File: config.mk
export PLATFORM = sky130hd
export DESIGN_NAME = com_tx_sched
export DESIGN_NICKNAME = d
export VERILOG_FILES = /design/src/rtl/com_tx_sched.sv
export SDC_FILE = /design/constraint.sdc
export NUM_CORES = 1
export LEC_CHECK = 0
export ABC_AREA = 1
export CORE_UTILIZATION = 52
export DETAILED_ROUTE_END_ITERATION = 16
export PLACE_DENSITY = 0.85
export SLEW_MARGIN = 25
export SYNTH_ARGS = -nofsm -noshare
export SYNTH_HDL_FRONTEND = slang
export SYNTH_SLANG_ARGS = --single-unit
File: constraint.sdc
create_clock -name clk -period 3.7 [get_ports clk]
set_input_delay 0.37 -clock clk [delete_from_list [all_inputs] [get_ports clk]]
set_output_delay 0.37 -clock clk [all_outputs]
set_load 0.01 [all_outputs]
File: src/rtl/com_tx_sched.sv
// Transmit scheduler: fixed-priority arbitration (handshake > status > data), fs/fd handshake
// with the packet serializer, watchdog abort, inter-packet gap and DATA0/DATA1 toggle.
module com_tx_sched #(
   parameter int unsigned GAP_CYCLES = 4,
   parameter int unsigned TIMEOUT    = 4095
) (
   input  logic        clk,
   input  logic        rst,
   input  logic        hs_req,
   input  logic [1:0]  hs_type,
   output logic        hs_done,
   input  logic        st_req,
   input  logic [1:0]  st_type,
   input  logic [11:0] st_init,
   input  logic [11:0] st_rlen,
   output logic        st_done,
   input  logic        dt_req,
   input  logic        dt_retry,
   input  logic [11:0] dt_init,
   input  logic [11:0] dt_rlen,
   output logic        dt_done,
   output logic        tx_fs,
   input  logic        tx_fd,
   output logic [3:0]  tx_btype,
   output logic [11:0] tx_init,
   output logic [11:0] tx_rlen,
   output logic        busy,
   output logic        err
);

   typedef enum logic [2:0] {StIdle, StLoad, StSend, StRels, StAbrt, StGap} state_e;

   localparam logic [15:0] WdogLast = 16'(TIMEOUT - 1);
   localparam logic [7:0]  GapLast  = 8'(GAP_CYCLES - 1);

   state_e      state_q;
   logic [2:0]  gnt_q;   // one-hot {dt, st, hs}
   logic [2:0]  done_q;
   logic        retry_q;
   logic        toggle_q;
   logic        fs_q;
   logic        busy_q;
   logic        err_q;
   logic [3:0]  btype_q;
   logic [11:0] init_q;
   logic [11:0] rlen_q;
   logic [15:0] wdog_q;
   logic [7:0]  gap_q;

   logic [2:0]  sel_gnt;
   logic        sel_ok;
   logic [3:0]  sel_btype;
   logic [11:0] sel_init;
   logic [11:0] sel_rlen;
   logic        dt_pid;

   // Winner and its descriptor, evaluated every cycle but only used in StIdle.
   always_comb begin
      dt_pid    = toggle_q ^ dt_retry;
      sel_gnt   = 3'b000;
      sel_ok    = 1'b0;
      sel_btype = 4'b0000;
      sel_init  = 12'h000;
      sel_rlen  = 12'h000;
      if (hs_req) begin
         sel_gnt   = 3'b001;
         sel_ok    = (hs_type != 2'b00);
         sel_btype = {2'b00, hs_type};
      end else if (st_req) begin
         sel_gnt   = 3'b010;
         sel_ok    = (st_type != 2'b11) && (st_rlen != 12'h000);
         sel_btype = {2'b10, st_type};
         sel_init  = st_init;
         sel_rlen  = st_rlen;
      end else if (dt_req) begin
         sel_gnt   = 3'b100;
         sel_ok    = (dt_rlen != 12'h000);
         sel_btype = dt_pid ? 4'b1110 : 4'b1101;
         sel_init  = dt_init;
         sel_rlen  = dt_rlen;
      end
   end

   always_ff @(posedge clk) begin
      if (!rst) begin
         state_q  <= StIdle;
         gnt_q    <= 3'b000;
         done_q   <= 3'b000;
         retry_q  <= 1'b0;
         toggle_q <= 1'b0;
         fs_q     <= 1'b0;
         busy_q   <= 1'b0;
         err_q    <= 1'b0;
         btype_q  <= 4'b0000;
         init_q   <= 12'h000;
         rlen_q   <= 12'h000;
         wdog_q   <= 16'h0000;
         gap_q    <= 8'h00;
      end else begin
         done_q <= 3'b000;
         err_q  <= 1'b0;
         unique case (state_q)
            StIdle: begin
               if (sel_gnt != 3'b000) begin
                  gnt_q   <= sel_gnt;
                  retry_q <= dt_retry;
                  busy_q  <= 1'b1;
                  if (sel_ok) begin
                     state_q <= StLoad;
                     btype_q <= sel_btype;
                     init_q  <= sel_init;
                     rlen_q  <= sel_rlen;
                  end else begin
                     // Rejected descriptor never reaches the serializer.
                     state_q <= StAbrt;
                     done_q  <= sel_gnt;
                     err_q   <= 1'b1;
                  end
               end
            end
            StLoad: begin
               state_q <= StSend;
               fs_q    <= 1'b1;
               wdog_q  <= 16'h0000;
            end
            StSend: begin
               if (tx_fd) begin
                  state_q <= StRels;
                  fs_q    <= 1'b0;
                  done_q  <= gnt_q;
                  if (gnt_q[2] && !retry_q) begin
                     toggle_q <= ~toggle_q;
                  end
               end else if (wdog_q == WdogLast) begin
                  state_q <= StAbrt;
                  fs_q    <= 1'b0;
                  done_q  <= gnt_q;
                  err_q   <= 1'b1;
               end else begin
                  wdog_q <= wdog_q + 16'h0001;
               end
            end
            StAbrt: begin
               state_q <= StRels;
            end
            StRels: begin
               if (!tx_fd) begin
                  state_q <= StGap;
                  gap_q   <= 8'h00;
               end
            end
            StGap: begin
               if (gap_q == GapLast) begin
                  state_q <= StIdle;
                  busy_q  <= 1'b0;
               end else begin
                  gap_q <= gap_q + 8'h01;
               end
            end
            default: state_q <= StIdle;
         endcase
      end
   end

   assign {dt_done, st_done, hs_done} = done_q;
   assign tx_fs    = fs_q;
   assign tx_btype = btype_q;
   assign tx_init  = init_q;
   assign tx_rlen  = rlen_q;
   assign busy     = busy_q;
   assign err      = err_q;

endmodule

==> results.json, run 1 <==
{
  "cts_resized": 0,
  "critPathArrivalTime_ps": 2770,
  "highest_layer": "met4",
  "avgSynthCellArea_um2": 6.80,
  "drive_above_1_share_pct": 5.91,
  "yosysUniqueCellTypes": 37,
  "cts_max_path_buffers": 2,
  "drc": 0,
  "die_w_um": 82.7,
  "clock-sinks": 66,
  "fp.coreArea_um2": 6310,
  "start_util_pct": 53.6,
  "power.leakage_nw": 1.87,
  "gp_congestion": 0.910,
  "rrSetupSlack_ps": 1750,
  "syn_nets": 560,
  "fin_nets": 649,
  "ir_drop_mv": 0.398,
  "seq_area_frac_synth_pct": 39.0,
  "min_period_ps": 2510,
  "die_area_um2": 6840,
  "routed_wl_mm": 9.45,
  "post-cts-setup-buffers": 0,
  "whs_endpoint": "retry_q$_SDFFE_PN0P_",
  "synth.area.top_cells": "dfxtp_1, nor2_1, nand2_1, inv_1, a21oi_1",
  "hold_buffers": 0,
  "synth_top_area_share_pct": 39.0,
  "min_path_type": "reg -> reg",
  "cts_tree": "built",
  "drt_pass1_iterations": 5,
  "netlist_area_um2": 3390,
  "synth-edff-count": 0,
  "vias": 3622,
  "cp-start-kind": "primary input",
  "synthArstFlopShare_pct": 0,
  "area_growth_pct": 34.3,
  "rr_worst_depth": 7,
  "antenna_left": 0,
  "setup_violations": 0,
  "power_density_nw_per_um2": 592,
  "rsz0062_at_grt": "no",
  "dp_slack_ps": 854,
  "grt_start_max_net_pins": 31,
  "status": "finished clean",
  "antenna_found_initial": 0,
  "yosys.area.top_type": "dfxtp_1",
  "maxCapViolations": 0,
  "rr_endpoint": "tx_btype[3]$_SDFFE_PN0P_",
  "grt.total_usage_pct": 27.5,
  "worstSetupPathType": "in -> reg",
  "h-tree-depth": 3,
  "tightest_slew_ps": 822,
  "instances_no_fill": 669,
  "viasPerCell": 5.41,
  "wl_met1_mm": 3.73,
  "setup_tns_ps": 0,
  "hold_violations": 0,
  "end_kind": "flip-flop",
  "place_inst": 653,
  "diodes": 0,
  "wl_per_cell_um": 14.1,
  "yosysWarnings": 0,
  "die_y_um": 82.7,
  "grt_overflow_total": 0,
  "report.final.slew_viol_count": 0,
  "std_cell_rows": 29,
  "synth-main-ff-cell": "dfxtp_1",
  "io_buffer_count": 92,
  "dpl.hpwl_mm": 6.93,
  "rr_startpoint": "state_q[0]$_SDFFE_PN0P_",
  "grt_pass1_vias": 3185,
  "max_clock_freq_mhz": 399,
  "drt_iter0_drc": 239,
  "ys_ff_latch": 66,
  "syn_inst": 498,
  "dr_wl_met3_um": 931,
  "cts-root-buf": "clkbuf_8",
  "crit_required_ps": 3960,
  "ys_top_cells_by_count": "nor2_1, nand2_1, dfxtp_1",
  "dr_wl_met2_mm": 4.54,
  "finalClockSkew_ps": 7.94,
  "synth_most_common_cell": "nor2_1",
  "relSlewSlack_pct": 45.1,
  "cts_made_buffers": 9,
  "grt_pass1_wl_mm": 14.1,
  "path_max_fanout": 30,
  "ios": 93,
  "worst_slack_ps": 1190,
  "hold_path_depth": 2,
  "fin_crit_sh_pct": 67.8,
  "min_from": "retry_q$_SDFFE_PN0P_",
  "clk_pin_slew_ps": 70,
  "clk_latency_ps": 340
}
power breakdown:
part	total [mW]	switching (mW)	internal [mW]	leakage, nW
logic	1.01	0.566	0.440	1.21
registers	0.966	0.0967	0.869	0.539
clock network	0.721	0.276	0.445	0.120
critical path: stages:
cell and delay, ps:
clkdlybuf4s50_1 570, nor3_4 240, buf_4 300, nand2_1 140
nand3_2 110, nand2_2 290, inv_2 490, nand2_1 100
a21oi_1 140
flip-flops by register name (all words and copies together) (netlist names):
signal    count
state_q       3
tx_btype      4
tx_init      12
tx_fs         1
gnt_q         3
err           1
done_q        3
busy          1
toggle_q      1
tx_rlen      12
wdog_q       16
retry_q       1
gap_q         8
kinds of logic (layout without fill, tap and decap cells):
logic type / after synthesis / count (layout) / synth area share (%)
XOR/XNOR: 4 / 4 / 1.03
flip-flops: 66 / 66 / 39.0
adder cells (fa/ha/maj): 3 / 3 / 1.11
AND/OR/NAND/NOR: 249 / 249 / 31.4
buffers and inverters: 72 / 166 / 9.24
AO/OA/AOI/OAI: 104 / 104 / 18.2
worst max-delay path by stage:
stage                     startpoint                       end  cells after the start
after floorplan               hs_req  tx_init[10]$_SDFFE_PN0P_                      9
after global placement        hs_req  tx_btype[2]$_SDFFE_PN0P_                      9
after detailed placement      hs_req  tx_btype[2]$_SDFFE_PN0P_                      9
after CTS                     hs_req  tx_btype[2]$_SDFFE_PN0P_                      9
after global routing          hs_req  tx_btype[3]$_SDFFE_PN0P_                      9
final                         hs_req  tx_btype[3]$_SDFFE_PN0P_                      9
area by class of cell:
cell class	instances	area, µm²
Fill cell	496	1760
Multi-Input combinational cell	360	1750
Sequential cell	66	1320
Timing Repair Buffer	94	936
Inverter	56	210
Clock buffer	10	128
Clock inverter	6	105
Tap cell	77	96.3
layer usage:
| layer | global-route usage (%) | vias up |
|---|---|---|
| met5 | 0 | - |
| met4 | 12.9 | 0 |
| met3 | 5.49 | 27 |
| met2 | 49.0 | 151 |
| met1 | 31.1 | 1647 |
| li1 | - | 1797 |
per-stage QoR:
step / hold slack, ps / power, mW / utilization [%] / area (µm²)
final: 469 / 2.69 / 72.1 / 4550
after global routing: 486 / 2.87 / 72.1 / 4550
after CTS: 472 / 2.70 / 72.1 / 4550
after detailed placement: 454 / 1.98 / 68.4 / 4320
after global placement: 438 / 1.95 / 68.4 / 4320
after floorplan: 430 / 1.58 / - / 3390
layout by cell type, fill, tap and decap left out, drive strengths merged, types with 7 or more instances in the layout:
master and instances:
o21ai 41, clkbuf 10, nand4 7, clkdlybuf4s50 92, nand3 29, a22o 20
nand2 99, a21oi 36, nor2 99, nor3 8, dfxtp 66, inv 55
(Power assumes the default switching activity.)
==> inputs of run 2 (changes only) <==
- CORE_UTILIZATION: 52 -> 44
- PLACE_DENSITY: 0.85 -> 0.77
- clock period: 3.7 -> 2.1 ns (I/O delays scaled with it)
==> results.json, run 2 (same netlist as run 1, synthesis figures left out) <==
{
  "status": "finished clean",
  "worst_path_largest_cell_delay_ps": 360,
  "viasPerCell": 5.13,
  "pwr-share-clk_pct": 26.4,
  "switching_power_mw": 1.65,
  "worst-path-buf-inv": 3,
  "fin_crit_sh_pct": 81.2,
  "critical_path.cell_chain": "inv_1 > ha_1 > nand2_1 > nor2_1 > nand4_2 > nand2_4 > inv_1 > o31ai_1 > inv_1",
  "area_growth_pct": 37.1,
  "whs_ps": 464,
  "post-cts-setup-buffers": 0,
  "power.total_mw": 4.80,
  "antenna_found_initial": 0,
  "clk_latency_ps": 340,
  "drive_above_1_share_pct": 7.32,
  "antenna_left": 0,
  "p_int_mw": 3.15,
  "swShare_pct": 34.4,
  "grt_overflow_total": 0,
  "rsz0062_at_grt": "no",
  "setup_violations": 0,
  "tightest_slew_ps": 469,
  "worstSetupPathType": "reg -> reg",
  "h-tree-depth": 3,
  "min_period_ps": 1710,
  "grt_pass1_vias": 3406,
  "die_area_um2": 8050,
  "min_path_type": "reg -> reg",
  "std_cell_rows": 31,
  "maxCapViolations": 0,
  "layout_common_cells": "nor2_1, nand2_1, clkdlybuf4s50_1, dfxtp_1, inv_1",
  "cts_tree": "built",
  "setup_tns_ps": 0,
  "finalClockSkew_ps": 5.84,
  "hold_buffers": 0,
  "fp.coreArea_um2": 7330,
  "cts-root-buf": "clkbuf_8",
  "max_clock_freq_mhz": 586,
  "drc": 0,
  "path_max_fanout": 8,
  "clock-sinks": 66,
  "die_y_um": 89.7,
  "crit_required_ps": 2330,
  "drt_iter0_drc": 151,
  "cts_max_path_buffers": 2,
  "p_comb_share_pct": 38.3,
  "final_core_util_pct": 63.4,
  "gp_congestion": 0.868,
  "die_w_um": 89.7,
  "power_density_nw_per_um2": 1030,
  "dp_slack_ps": 77.0,
  "end_kind": "flip-flop",
  "top_register": "wdog_q",
  "final_common_cell": "nor2_1",
  "io_buffer_count": 92,
  "grt_pass1_wl_mm": 15.5,
  "vias": 3594,
  "drt_pass1_iterations": 5,
  "worst_path_dominant_cell_family": "simple AND/OR/NAND/NOR gates",
  "report.final.slew_viol_count": 0,
  "cp_slowest_cell": "dfxtp_1",
  "hold_violations": 0,
  "cpMostUsedCell": "inv_1",
  "critPathArrivalTime_ps": 1930,
  "clk_pin_slew_ps": 70,
  "fillers": 644,
  "worst_slack_ps": 394,
  "relSlewSlack_pct": 68.7,
  "cts_made_buffers": 9,
  "seq_power_share_pct": 35.3,
  "ios": 93,
  "fin_nets": 658,
  "cp-start-kind": "flip-flop",
  "ir_drop_mv": 0.598,
  "dpl.hpwl_mm": 6.94,
  "cts_resized": 0,
  "start_util_pct": 46.2,
  "grt.total_usage_pct": 23.6,
  "largest_reg_flops": 16,
  "power.leakage_nw": 1.92,
  "grt_start_max_net_pins": 27,
  "diodes": 0,
  "wl_per_cell_um": 13.3,
  "routed_wl_mm": 9.33
}
==> run 2: final timing paths <==
check | from | endpoint | slack (ps) | cells after the start
worst max register to register | wdog_q[0]$_SDFFE_PN0P_ | state_q[1]$_SDFFE_PN0P_ | 390 | 9
worst max-delay path | wdog_q[0]$_SDFFE_PN0P_ | state_q[1]$_SDFFE_PN0P_ | 390 | 9
worst min register to register | retry_q$_SDFFE_PN0P_ | retry_q$_SDFFE_PN0P_ | 460 | 2
worst min-delay path | retry_q$_SDFFE_PN0P_ | retry_q$_SDFFE_PN0P_ | 460 | 2
==> run 2: worst register-to-register path: cells and delay by family (launching register included) <==
kind | cells | cell delay, ps
compound gates | 1 | 250
fa+ha+maj | 1 | 150
buf+inv | 3 | 270
flops | 1 | 360
simple gates | 4 | 570
==> run 2: power by group through the flow <==
stage | Clock (mW) | Sequential (mW) | Combinational (mW)
3_5_place_dp | 0 | 1.72 | 1.83
3_3_place_gp | 0 | 1.71 | 1.80
5_1_grt | 1.34 | 1.73 | 2.02
2_1_floorplan | 0 | 1.80 | 0.978
4_1_cts | 1.29 | 1.69 | 1.84
6_report | 1.26 | 1.69 | 1.84
==> run 2: final cells by class <==
| cell class | instances | area [µm²] | area share (%) |
|---|---|---|---|
| Clock buffer | 10 | 128 | 2.75 |
| Clock inverter | 6 | 105 | 2.26 |
| Inverter | 56 | 210 | 4.53 |
| Multi-Input combinational cell | 360 | 1750 | 37.7 |
| Sequential cell | 66 | 1320 | 28.4 |
| Tap cell | 99 | 124 | 2.67 |
| Timing Repair Buffer | 103 | 1000 | 21.6 |
==> run 2: metrics by stage <==
stage / instances / cell area, µm²
3_5_place_dp: 684 / 4410
2_1_floorplan: 498 / 3390
4_1_cts: 700 / 4640
3_3_place_gp: 684 / 4410
5_1_grt: 700 / 4640
6_report: 700 / 4640
==> run 2: per-layer routing <==
metal	vias up	global-route usage, %	share of wire, %	wire [µm]
met2	123	39.4	47	4380
met4	0	10.8	1.6	150
met5	-	0	0	0
met1	1634	29.2	44	4150
li1	1823	-	-	-
met3	14	4.91	7.0	652
==> inputs of run 3 (changes only) <==
- clock period: 2.1 -> 1.4 ns (I/O delays scaled with it)
==> results.json, run 3 (same netlist as run 1, synthesis figures left out) <==
{
  "clock-sinks": 66,
  "viasPerCell": 5.42,
  "cts-root-buf": "clkbuf_8",
  "layout_common_cells": "nor2_1, nand2_1, buf_4, dfxtp_1, clkdlybuf4s50_1",
  "fp.coreArea_um2": 7330,
  "dpl.hpwl_mm": 7.87,
  "swShare_pct": 39.4,
  "fin_crit_sh_pct": 110,
  "drt_pass1_iterations": 4,
  "maxCapViolations": 0,
  "instances_no_fill": 771,
  "grt_pass1_vias": 3953,
  "drt_iter0_drc": 254,
  "rsz0062_at_grt": "yes",
  "antenna_left": 0,
  "die_y_um": 89.7,
  "p_comb_share_pct": 48.0,
  "power.total_mw": 7.73,
  "io_buffer_count": 92,
  "antenna_found_initial": 0,
  "grt_start_max_net_pins": 26,
  "setup_violations": 31,
  "top_register": "wdog_q",
  "min_period_ps": 1540,
  "cts_max_path_buffers": 2,
  "report.final.slew_viol_count": 0,
  "wl_per_cell_um": 16.1,
  "die_w_um": 89.7,
  "diodes": 0,
  "end_kind": "flip-flop",
  "crit_required_ps": 1690,
  "ir_drop_mv": 1.13,
  "placed_cell_area_um2": 4930,
  "critPathArrivalTime_ps": 1840,
  "final_common_cell": "nor2_1",
  "gp_congestion": 0.888,
  "area_growth_pct": 68.8,
  "vias": 4176,
  "path_max_fanout": 5,
  "grt_overflow_total": 0,
  "status": "finished with violations",
  "std_cell_rows": 31,
  "routed_wl_mm": 12.4,
  "relSlewSlack_pct": 70.6,
  "clk_latency_ps": 360,
  "drc": 0,
  "hold_buffers": 0,
  "die_area_um2": 8050,
  "design_area_um2": 5720,
  "cts_made_buffers": 9,
  "hold_violations": 0,
  "tightest_slew_ps": 436,
  "final_core_util_pct": 78.0,
  "power.leakage_nw": 2.84,
  "worst_slack_ps": -143,
  "clk_pin_slew_ps": 70,
  "largest_reg_flops": 16,
  "h-tree-depth": 3,
  "drive_above_1_share_pct": 32.4,
  "grt.total_usage_pct": 28.4,
  "violations": "setup timing",
  "p_int_mw": 4.69,
  "whs_ps": 223,
  "max_clock_freq_mhz": 648,
  "worstSetupPathType": "reg -> reg",
  "grt_pass1_wl_mm": 18.4,
  "finalClockSkew_ps": 4.61,
  "rrSetupSlack_ps": -140,
  "place_inst": 745,
  "min_path_type": "in -> reg",
  "cp-start-kind": "flip-flop",
  "cts_tree": "built",
  "start_util_pct": 46.2,
  "seq_power_share_pct": 33.2,
  "power_density_nw_per_um2": 1350,
  "pwr-share-clk_pct": 18.9,
  "ios": 93,
  "fin_nets": 729,
  "switching_power_mw": 3.05
}
==> run 3: cell count changes in the layout (fill, tap and decap cells not counted), moves of 14 or more <==
cell / delta
nor2_1: -19
nand2_1: -19
dfxtp_1: -17
nand2_2: +14
inv_1: -15
dlymetal6s2s_1: +38
a21oi_1: -16
a21oi_2: +15
clkdlybuf4s50_1: -43
inv_2: +14
buf_4: +59
dfxtp_2: +16
==> run 3: per-stage QoR <==
stage,setup WS (ps),TNS (ps)
2_1_floorplan,3.17,0
3_5_place_dp,-424,-16280
5_1_grt,-247,-4980
4_1_cts,-163,-2660
6_report,-143,-2430
3_3_place_gp,-349,-13800
==> run 3: worst paths after layout <==
check,cells past startpoint,end,start
setup reg to reg,9,state_q[0]$_SDFFE_PN0P_,wdog_q[8]$_SDFFE_PN0P_
hold reg to reg,2,retry_q$_SDFFE_PN0P_,retry_q$_SDFFE_PN0P_
setup / recovery,9,state_q[0]$_SDFFE_PN0P_,wdog_q[8]$_SDFFE_PN0P_
hold / removal,4,tx_rlen[1]$_SDFFE_PN0P_,dt_rlen[1]
==> run 3: routing by layer <==
layer / vias up / routed length, µm / global-route usage, %
met5: - / 0 / 0
met4: 0 / 409 / 11.3
met3: 40 / 775 / 5.84
met2: 177 / 6300 / 49.6
met1: 1986 / 4940 / 34.0
li1: 1973 / - / -
==> run 3: layout make-up <==
class | count | area (µm²)
Fill cell | 469 | 1610
Multi-Input combinational cell | 361 | 2180
Clock buffer | 11 | 141
Tap cell | 99 | 124
Timing Repair Buffer | 173 | 1680
Inverter | 56 | 223
Sequential cell | 66 | 1350
Clock inverter | 5 | 30.0
==> run 3: timing repair <==
action | 4_1_cts | 5_1_grt
setup buffers | 8 | 2
endpoints found under the setup margin | 59 | 86
cloned | 1 | 0
resized for setup | 42 | 141
pin swaps | 24 | 34
==> run 3: critical path: stages, from the launching register on <==
cell and delay, ps:
dfxtp_2 340, nand2_2 80, nor3_4 250, nand4_4 160, nand2_4 160, buf_6 130, nand2_4 50, nor2_4 110
nand2_2 70, a21oi_2 120
==> run 3: power groups by stage <==
stage          Clock, mW  Sequential, mW  Combinational (mW)
6_report            1.46            2.57                3.71
5_1_grt             1.55            2.61                4.00
4_1_cts             1.46            2.53                3.36
3_5_place_dp           0            2.56                3.20
3_3_place_gp           0            2.55                3.13
2_1_floorplan          0            2.71                1.48
